$ cat config.mk
export PLATFORM = sky130hd
export DESIGN_NAME = multi_clk_div_gen
export DESIGN_NICKNAME = d
export VERILOG_FILES = /design/src/rtl/multi_clk_div_gen.sv
export SDC_FILE = /design/constraint.sdc
export NUM_CORES = 1
export LEC_CHECK = 0
export CAP_MARGIN = 0
export CORE_ASPECT_RATIO = 1.4
export CORE_MARGIN = 5
export CORE_UTILIZATION = 47
export CTS_BUF_LIST = sky130_fd_sc_hd__clkbuf_8
export CTS_CLUSTER_DIAMETER = 120
export DETAILED_ROUTE_END_ITERATION = 10
export GPL_ROUTABILITY_DRIVEN = 0
export PLACE_DENSITY = 0.67
export REMOVE_ABC_BUFFERS = 1
export SLEW_MARGIN = 40
export SYNTH_ARGS = -nofsm -noshare
export SYNTH_HDL_FRONTEND = slang
export SYNTH_SLANG_ARGS = --single-unit
export TNS_END_PERCENT = 5
$ cat constraint.sdc
create_clock -name clk -period 5.4 [get_ports clk]
set_input_delay 0.81 -clock clk [delete_from_list [all_inputs] [get_ports clk]]
set_output_delay 0.81 -clock clk [all_outputs]
set_load 0.05 [all_outputs]
$ cat src/rtl/multi_clk_div_gen.sv
// Multi-channel programmable clock divider: each channel turns the source clock
// into a registered divided clock whose ratio can be changed without glitches.
module multi_clk_div_gen #(
  parameter int NUM_CH  = 4,
  parameter int DIV_W   = 8,
  parameter int DEF_DIV = 4
) (
  input  logic                    clk,
  input  logic                    rst_n,
  input  logic [NUM_CH-1:0]       ch_en,
  input  logic [NUM_CH*DIV_W-1:0] div_ratio,
  input  logic [NUM_CH-1:0]       cfg_load,
  output logic [NUM_CH-1:0]       clk_p,
  output logic [NUM_CH-1:0]       clk_n,
  output logic [NUM_CH-1:0]       ch_active,
  output logic [NUM_CH-1:0]       edge_tick
);

  typedef enum logic {
    IDLE = 1'b0,
    RUN  = 1'b1
  } state_t;

  localparam logic [DIV_W-1:0] DEF_N = DIV_W'(DEF_DIV);
  localparam logic [DIV_W-1:0] MIN_N = DIV_W'(2);
  localparam logic [DIV_W-1:0] ONE   = DIV_W'(1);

  // Handshake: none. ch_en is a level sampled only in IDLE or at a period
  // boundary; cfg_load is a single-cycle strobe qualifying div_ratio.
  for (genvar i = 0; i < NUM_CH; i++) begin : g_ch
    state_t           state_q, state_d;
    logic [DIV_W-1:0] cnt_q, cnt_d;
    logic [DIV_W-1:0] n_act_q, n_act_d;
    logic [DIV_W-1:0] n_pend_q, n_pend_d;
    logic             pend_vld_q, pend_vld_d;
    logic             clk_p_q, clk_p_d;
    logic             clk_n_q;
    logic             tick_q, tick_d;
    logic [DIV_W-1:0] ratio_raw;
    logic [DIV_W-1:0] ratio_cl;
    logic [DIV_W-1:0] half;
    logic [DIV_W-1:0] cnt_inc;
    logic             boundary;

    assign ratio_raw = div_ratio[i*DIV_W +: DIV_W];
    // Ratios below 2 cannot produce both a high and a low phase.
    assign ratio_cl  = (ratio_raw < MIN_N) ? MIN_N : ratio_raw;
    assign half      = n_act_q >> 1;
    assign cnt_inc   = cnt_q + ONE;
    assign boundary  = (cnt_q == (n_act_q - ONE));

    always_comb begin
      state_d    = state_q;
      cnt_d      = cnt_q;
      n_act_d    = n_act_q;
      n_pend_d   = n_pend_q;
      pend_vld_d = pend_vld_q;
      clk_p_d    = clk_p_q;
      tick_d     = 1'b0;
      case (state_q)
        IDLE: begin
          cnt_d   = '0;
          clk_p_d = 1'b0;
          if (cfg_load[i]) n_act_d = ratio_cl;
          if (ch_en[i]) begin
            state_d = RUN;
            clk_p_d = 1'b1;
            tick_d  = 1'b1;
          end
        end
        RUN: begin
          if (!boundary) begin
            cnt_d   = cnt_inc;
            clk_p_d = (cnt_inc < half);
            if (cfg_load[i]) begin
              n_pend_d   = ratio_cl;
              pend_vld_d = 1'b1;
            end
          end else begin
            // A load landing on the boundary beats any older pending value.
            if (cfg_load[i])     n_act_d = ratio_cl;
            else if (pend_vld_q) n_act_d = n_pend_q;
            pend_vld_d = 1'b0;
            cnt_d      = '0;
            if (ch_en[i]) begin
              clk_p_d = 1'b1;
              tick_d  = 1'b1;
            end else begin
              state_d = IDLE;
              clk_p_d = 1'b0;
            end
          end
        end
        default: begin
          state_d = IDLE;
          cnt_d   = '0;
          clk_p_d = 1'b0;
        end
      endcase
    end

    always_ff @(posedge clk) begin
      if (!rst_n) begin
        state_q    <= IDLE;
        cnt_q      <= '0;
        n_act_q    <= DEF_N;
        n_pend_q   <= DEF_N;
        pend_vld_q <= 1'b0;
        clk_p_q    <= 1'b0;
        clk_n_q    <= 1'b1;
        tick_q     <= 1'b0;
      end else begin
        state_q    <= state_d;
        cnt_q      <= cnt_d;
        n_act_q    <= n_act_d;
        n_pend_q   <= n_pend_d;
        pend_vld_q <= pend_vld_d;
        clk_p_q    <= clk_p_d;
        clk_n_q    <= ~clk_p_d;
        tick_q     <= tick_d;
      end
    end

    assign clk_p[i]     = clk_p_q;
    assign clk_n[i]     = clk_n_q;
    assign ch_active[i] = (state_q == RUN);
    assign edge_tick[i] = tick_q;
  end

endmodule

==> results.toml, run 1 <==
[outcome]
status = "finished clean"

[synthesis]
ys_ff_latch = 116
syn_area_per_cell_sq_um = 8.71
synth_area_sq_um = 6890
ys_seq_area_share_pct = 33.7
synthArstFlopShare_pct = 0
synth.area.top_cells = "dfxtp_1, mux2i_1, nand2_1, ha_1, xnor2_1"
synthCells = 791
ys.flop_type = "dfxtp_1"
yosysWarnings = 0
synth_common_cells = "nand2_1, dfxtp_1, mux2i_1"
synth-edff-count = 0
netlist.top_cell.by_area = "dfxtp_1"
synth_most_common_cell = "nand2_1"
yosysUniqueCellTypes = 53
synth_top_area_share_pct = 33.7

[clock_tree]
clock-sinks = 116
clockBufferDepth = 2
cts_setup_buffers = 0
cts-root-buf = "clkbuf_8"
clk_pin_slew_ns = 0.07
htree_levels = 4
clock_latency_ns = 0.43
cts_buffers = 17
cts_tree = "done"
postCtsHoldBufs = 0
cts.repair.resized = 0

[worst_setup_path]
timing.rr.end = "g_ch[0].clk_n_q"
path_cells = "inv_1 > ha_1 > o21ba_2 > a221oi_1 > a41oi_1 > a2111oi_4 > nand2b_1 > mux2_1"
path_class = "flip-flop to flip-flop"
cp-start-kind = "flip-flop"
max_stage_delay_ns = 0.52
cp-startpoint = "g_ch[0].n_act_q[0]"
reg2reg_depth = 8
r2r_slack_ns = 2.72
worst_setup_path_end_kind = "flip-flop"
worstPathArrival_ns = 3.00
critPathTopFamily = "compound AO/OA/AOI/OAI gates"
cp.required_ns = 5.72
path_buf_inv = 1
reg2reg_from = "g_ch[0].n_act_q[0]"
crit_slowest_cell = "a2111oi_4"
crit_path_max_fanout = 8

[sta]
final.setup_skew_ns = 0.0130
tns_ns = 0
timing.final.crit_share_pct = 49.7
finalMaxSlewViolations = 0
finalSetupViolations = 0
max_slew_margin_pct = 54.6
max_slew.worst_pin.slew_ns = 0.681
fin_crit_ns = 2.68
hold_viol = 0
rsz0062_at_grt = "no"
fmax_ghz = 0.373

[routing]
ant_nets = 0
wl_mm = 14.5
viasPerCell = 5.32
drc = 0
wire_per_inst_microns = 14.2
first_pass_iters = 4
dr_total_vias = 5432
drt_iter0_markers = 173

[layout]
fin_cells = 1022
area_growth_pct = 14.1
drive_gt1_share_pct = 9.48
nets = 896
n_antenna_cell = 0

[power_and_ir_drop]
ir_worst_vdd_v = 0.000191
p_leak_nw = 3.26
power_density_nw_per_um2 = 273
p_total_mw = 2.15

[global_routing]
grt_overflow_total = 0
grt_antenna_before_repair = 0
grt_pass1_wl_mm = 25.4
grt.total_usage_pct = 17.4
grt_max_degree = 103
grt_pass1_vias = 5640

[floorplan]
die_height_microns = 153
rows = 52
die-area_sq_um = 17200
coreArea_sq_um = 14400
io_pins = 58
start_util_pct = 47.7
die_w_microns = 112

[placed_design]
portBuffers = 57
dp_cells = 992
dp_hpwl_mm = 10.8

[worst_hold_path]
whs_endpoint = "g_ch[3].n_pend_q[6]"
worstHoldStart = "g_ch[3].n_pend_q[6]"
hp-class = "flip-flop to flip-flop"
worstHoldPathCells = 2

[run]
maxCapViolations = 0
-- through the flow --
stage | util (%) | setup WS, ns | cell area [sq um] | hold WS, ns
after floorplan | - | 3.01 | 6650 | 0.432
after global placement | 51.6 | 2.86 | 7460 | 0.440
after detailed placement | 51.7 | 2.74 | 7460 | 0.447
after CTS | 54.4 | 2.71 | 7860 | 0.457
after global routing | 54.4 | 2.56 | 7860 | 0.484
final | 54.4 | 2.72 | 7860 | 0.453
-- cell families after synthesis --
logic type / Yosys count / synth area share, %
XOR/XNOR: 60 / 7.63
AO/OA/AOI/OAI: 101 / 12.1
AND/OR/NAND/NOR: 292 / 20.5
multiplexers: 92 / 13.9
adder cells (fa/ha/maj): 32 / 5.81
flip-flops: 116 / 33.7
buffers and inverters: 98 / 6.32
-- flip-flops by register name, indices dropped and copies added (netlist names) --
signal,flops
g_ch.cnt_q,32
g_ch.pend_vld_q,4
g_ch.clk_n_q,4
g_ch.n_act_q,32
g_ch.n_pend_q,32
g_ch.state_q,4
g_ch.clk_p_q,4
g_ch.tick_q,4
-- power breakdown --
| group | internal (mW) | leakage [nW] | switching [mW] |
|---|---|---|---|
| registers | 0.901 | 0.949 | 0.0462 |
| clock network | 0.470 | 0.200 | 0.353 |
| logic | 0.172 | 2.11 | 0.205 |
| total | 1.54 | 3.26 | 0.605 |
-- layout make-up --
class	count	area, sq um
fillers	1345	6580
multi-input cells	577	4130
flip-flops and latches	116	2320
repair buffers	58	579
clock buffers	19	262
well taps	189	236
inverters	52	195
clock inverters	11	136
-- cell usage in the layout (no fill, tap or decap), drive strengths merged, types with 5 or more instances in the layout --
master	netlist	layout
a31oi	8	8
inv	52	53
clkbuf	28	19
nor2b	29	29
mux2i	64	64
nand2	135	135
xor2	25	25
a21oi	13	13
nand2b	16	16
ha	32	32
nand3	21	21
o2111ai	11	11
and2	6	6
o21ai	16	16
nor4	5	5
a21o	12	12
xnor2	35	35
dfxtp	116	116
mux2	28	28
clkdlybuf4s50	0	56
o211ai	11	11
nand4	5	5
nor3	10	10
nor2	46	46
-- worst max path at each step --
stage,slack [ns],end,cells after the start
after floorplan,3.01,g_ch[1].clk_n_q,8
after global placement,2.86,g_ch[2].clk_n_q,4
after detailed placement,2.74,g_ch[0].clk_n_q,8
after CTS,2.71,g_ch[0].clk_n_q,8
after global routing,2.56,g_ch[0].clk_n_q,8
final,2.72,g_ch[0].clk_n_q,8
-- tightest hold or removal path: stages, from the launching register on --
cell     delay [ns]
dfxtp_1        0.31
nand2_1        0.05
mux2i_1        0.05
-- layer usage --
layer / global-route usage (%) / vias to the layer above / share of wire [%]
li1: - / 2739 / -
met5: 0 / - / 0
met1: 19.5 / 2571 / 41
met3: 3.80 / 31 / 2.7
met4: 6.76 / 0 / 2.2
met2: 31.7 / 91 / 54
(Power assumes the default switching activity.)
==> run 2: changes to the inputs <==
--- a/config.mk
+++ b/config.mk
@@ -13,7 +13,7 @@
 export CTS_CLUSTER_DIAMETER = 120
 export DETAILED_ROUTE_END_ITERATION = 10
 export GPL_ROUTABILITY_DRIVEN = 0
-export PLACE_DENSITY = 0.67
+export PLACE_DENSITY = 0.69
 export REMOVE_ABC_BUFFERS = 1
 export SLEW_MARGIN = 40
 export SYNTH_ARGS = -nofsm -noshare
==> constraint.sdc (replaced) <==
create_clock -name clk -period 2.3 [get_ports clk]
set_input_delay 0.345 -clock clk [delete_from_list [all_inputs] [get_ports clk]]
set_output_delay 0.345 -clock clk [all_outputs]
set_load 0.05 [all_outputs]
==> results.toml, run 2 (synthesis gave the netlist of run 1 again) <==
[sta]
max_slew_margin_pct = 65.3
tns_ns = 0
hold_viol = 0
rsz0062_at_grt = "yes"
fin_crit_ns = 2.30
max_slew.worst_pin.slew_ns = 0.518
fmax_ghz = 0.436
timing.final.crit_share_pct = 99.8
finalSetupViolations = 0
finalMaxSlewViolations = 0
final.setup_skew_ns = 0.0106

[power_and_ir_drop]
power_frac_comb_pct = 20.2
p_int_mw = 3.77
seqPwrFrac_pct = 42.1
switching_power_mw = 1.49
p_sw_share_pct = 28.3
ir_worst_vdd_v = 0.000415
p_leak_nw = 3.61
power_density_nw_per_um2 = 615
clockPowerShare_pct = 37.7

[worst_hold_path]
hp-class = "input port to flip-flop"

[floorplan]
die-area_sq_um = 17200
start_util_pct = 47.7
rows = 52
coreArea_sq_um = 14400
die_height_microns = 153
die_w_microns = 112
io_pins = 58

[worst_setup_path]
worstPathArrival_ns = 2.61
worst_setup_path_end_kind = "flip-flop"
crit_path_max_fanout = 5
path_class = "flip-flop to flip-flop"
cp.required_ns = 2.62
cp-start-kind = "flip-flop"

[layout]
design_area_sq_um = 8570
area_growth_pct = 24.4
layout_commonest_cell = "nand2_1"
mostFrequentLayoutCells = "nand2_1, dfxtp_1, mux2i_1"
nets = 951
top_regs = "g_ch.cnt_q x32, g_ch.n_act_q x32, g_ch.n_pend_q x32"
n_antenna_cell = 0
drive_gt1_share_pct = 19.8

[clock_tree]
clock_latency_ns = 0.43
clockBufferDepth = 2
clk_pin_slew_ns = 0.07
cts_buffers = 17
cts-root-buf = "clkbuf_8"
clock-sinks = 116
postCtsHoldBufs = 0
cts_tree = "done"
htree_levels = 4

[placed_design]
dpl-instance-area_sq_um = 7840
dp_hpwl_mm = 10.8
portBuffers = 57

[routing]
dr_total_vias = 5480
first_pass_iters = 6
drc = 0
viasPerCell = 5.08
ant_nets = 0
drt_iter0_markers = 129
wire_per_inst_microns = 13.5
wl_mm = 14.6

[global_routing]
grt_pass1_vias = 5354
grt_antenna_before_repair = 0
grt_overflow_total = 0
grt_pass1_wl_mm = 24.5
grt.total_usage_pct = 17.0
grt_max_degree = 37

[run]
maxCapViolations = 0

[outcome]
status = "finished clean"
-- run 2: final timing paths --
| check | start | to | slack [ns] | cells after the start |
|---|---|---|---|---|
| max | g_ch[0].n_act_q[0] | g_ch[0].n_act_q[2] | 0.005 | 10 |
| max reg2reg | g_ch[0].n_act_q[0] | g_ch[0].n_act_q[2] | 0.005 | 10 |
| min reg2reg | g_ch[2].n_pend_q[5] | g_ch[2].n_pend_q[5] | 0.46 | 2 |
| min | rst_n | g_ch[2].n_pend_q[1] | 0.30 | 3 |
-- run 2: layer usage --
| layer | track usage, % | part of all wire (%) |
|---|---|---|
| met1 | 19.8 | 44 |
| met2 | 30.7 | 52 |
| met3 | 3.20 | 2.2 |
| met4 | 5.96 | 1.5 |
| met5 | 0 | 0 |
-- run 2: power groups by stage --
| stage | sequential [mW] | combinational (mW) | clock [mW] |
|---|---|---|---|
| final | 2.22 | 1.06 | 1.98 |
| after global routing | 2.23 | 1.16 | 2.14 |
| after CTS | 2.21 | 0.988 | 2.04 |
| after detailed placement | 2.25 | 0.978 | 0 |
| after global placement | 2.25 | 0.966 | 0 |
| after floorplan | 2.33 | 0.529 | 0 |
-- run 2: final cells by class --
| class | count | area [sq um] |
|---|---|---|
| Timing Repair Buffer | 113 | 1070 |
| Clock buffer | 19 | 262 |
| Sequential cell | 116 | 2340 |
| Multi-Input combinational cell | 577 | 4300 |
| Inverter | 52 | 195 |
| Fill cell | 1262 | 5880 |
| Tap cell | 189 | 236 |
| Clock inverter | 13 | 158 |
-- run 2: metrics by stage --
step | hold WS, ns | util, % | power [mW] | setup slack (ns) | instances
after floorplan | 0.432 | - | 2.85 | -0.0865 | 745
after global placement | 0.440 | 54.3 | 3.22 | 0.0501 | 1035
after detailed placement | 0.446 | 54.3 | 3.23 | -0.0193 | 1035
after CTS | 0.272 | 57.3 | 5.23 | 0.00190 | 1067
after global routing | 0.275 | 59.3 | 5.53 | -0.0867 | 1079
final | 0.301 | 59.3 | 5.26 | 0.00492 | 1079
-- run 2: repair_timing --
| action | in CTS | in global routing |
|---|---|---|
| hold endpoints to repair | 0 | 0 |
| gates resized for setup | 2 | 55 |
| setup buffers | 0 | 12 |
| pin swaps | 0 | 18 |
| setup endpoints to repair | 2 | 96 |
-- run 2: worst max-delay path, stage by stage (launching register included) --
cell and delay, ns:
dfxtp_2 0.36, inv_2 0.05, ha_4 0.15, buf_6 0.11
xnor2_2 0.13, a221oi_2 0.29, a41oi_2 0.09, a2111oi_4 0.41
buf_4 0.22, o21ai_4 0.08, mux2_4 0.29
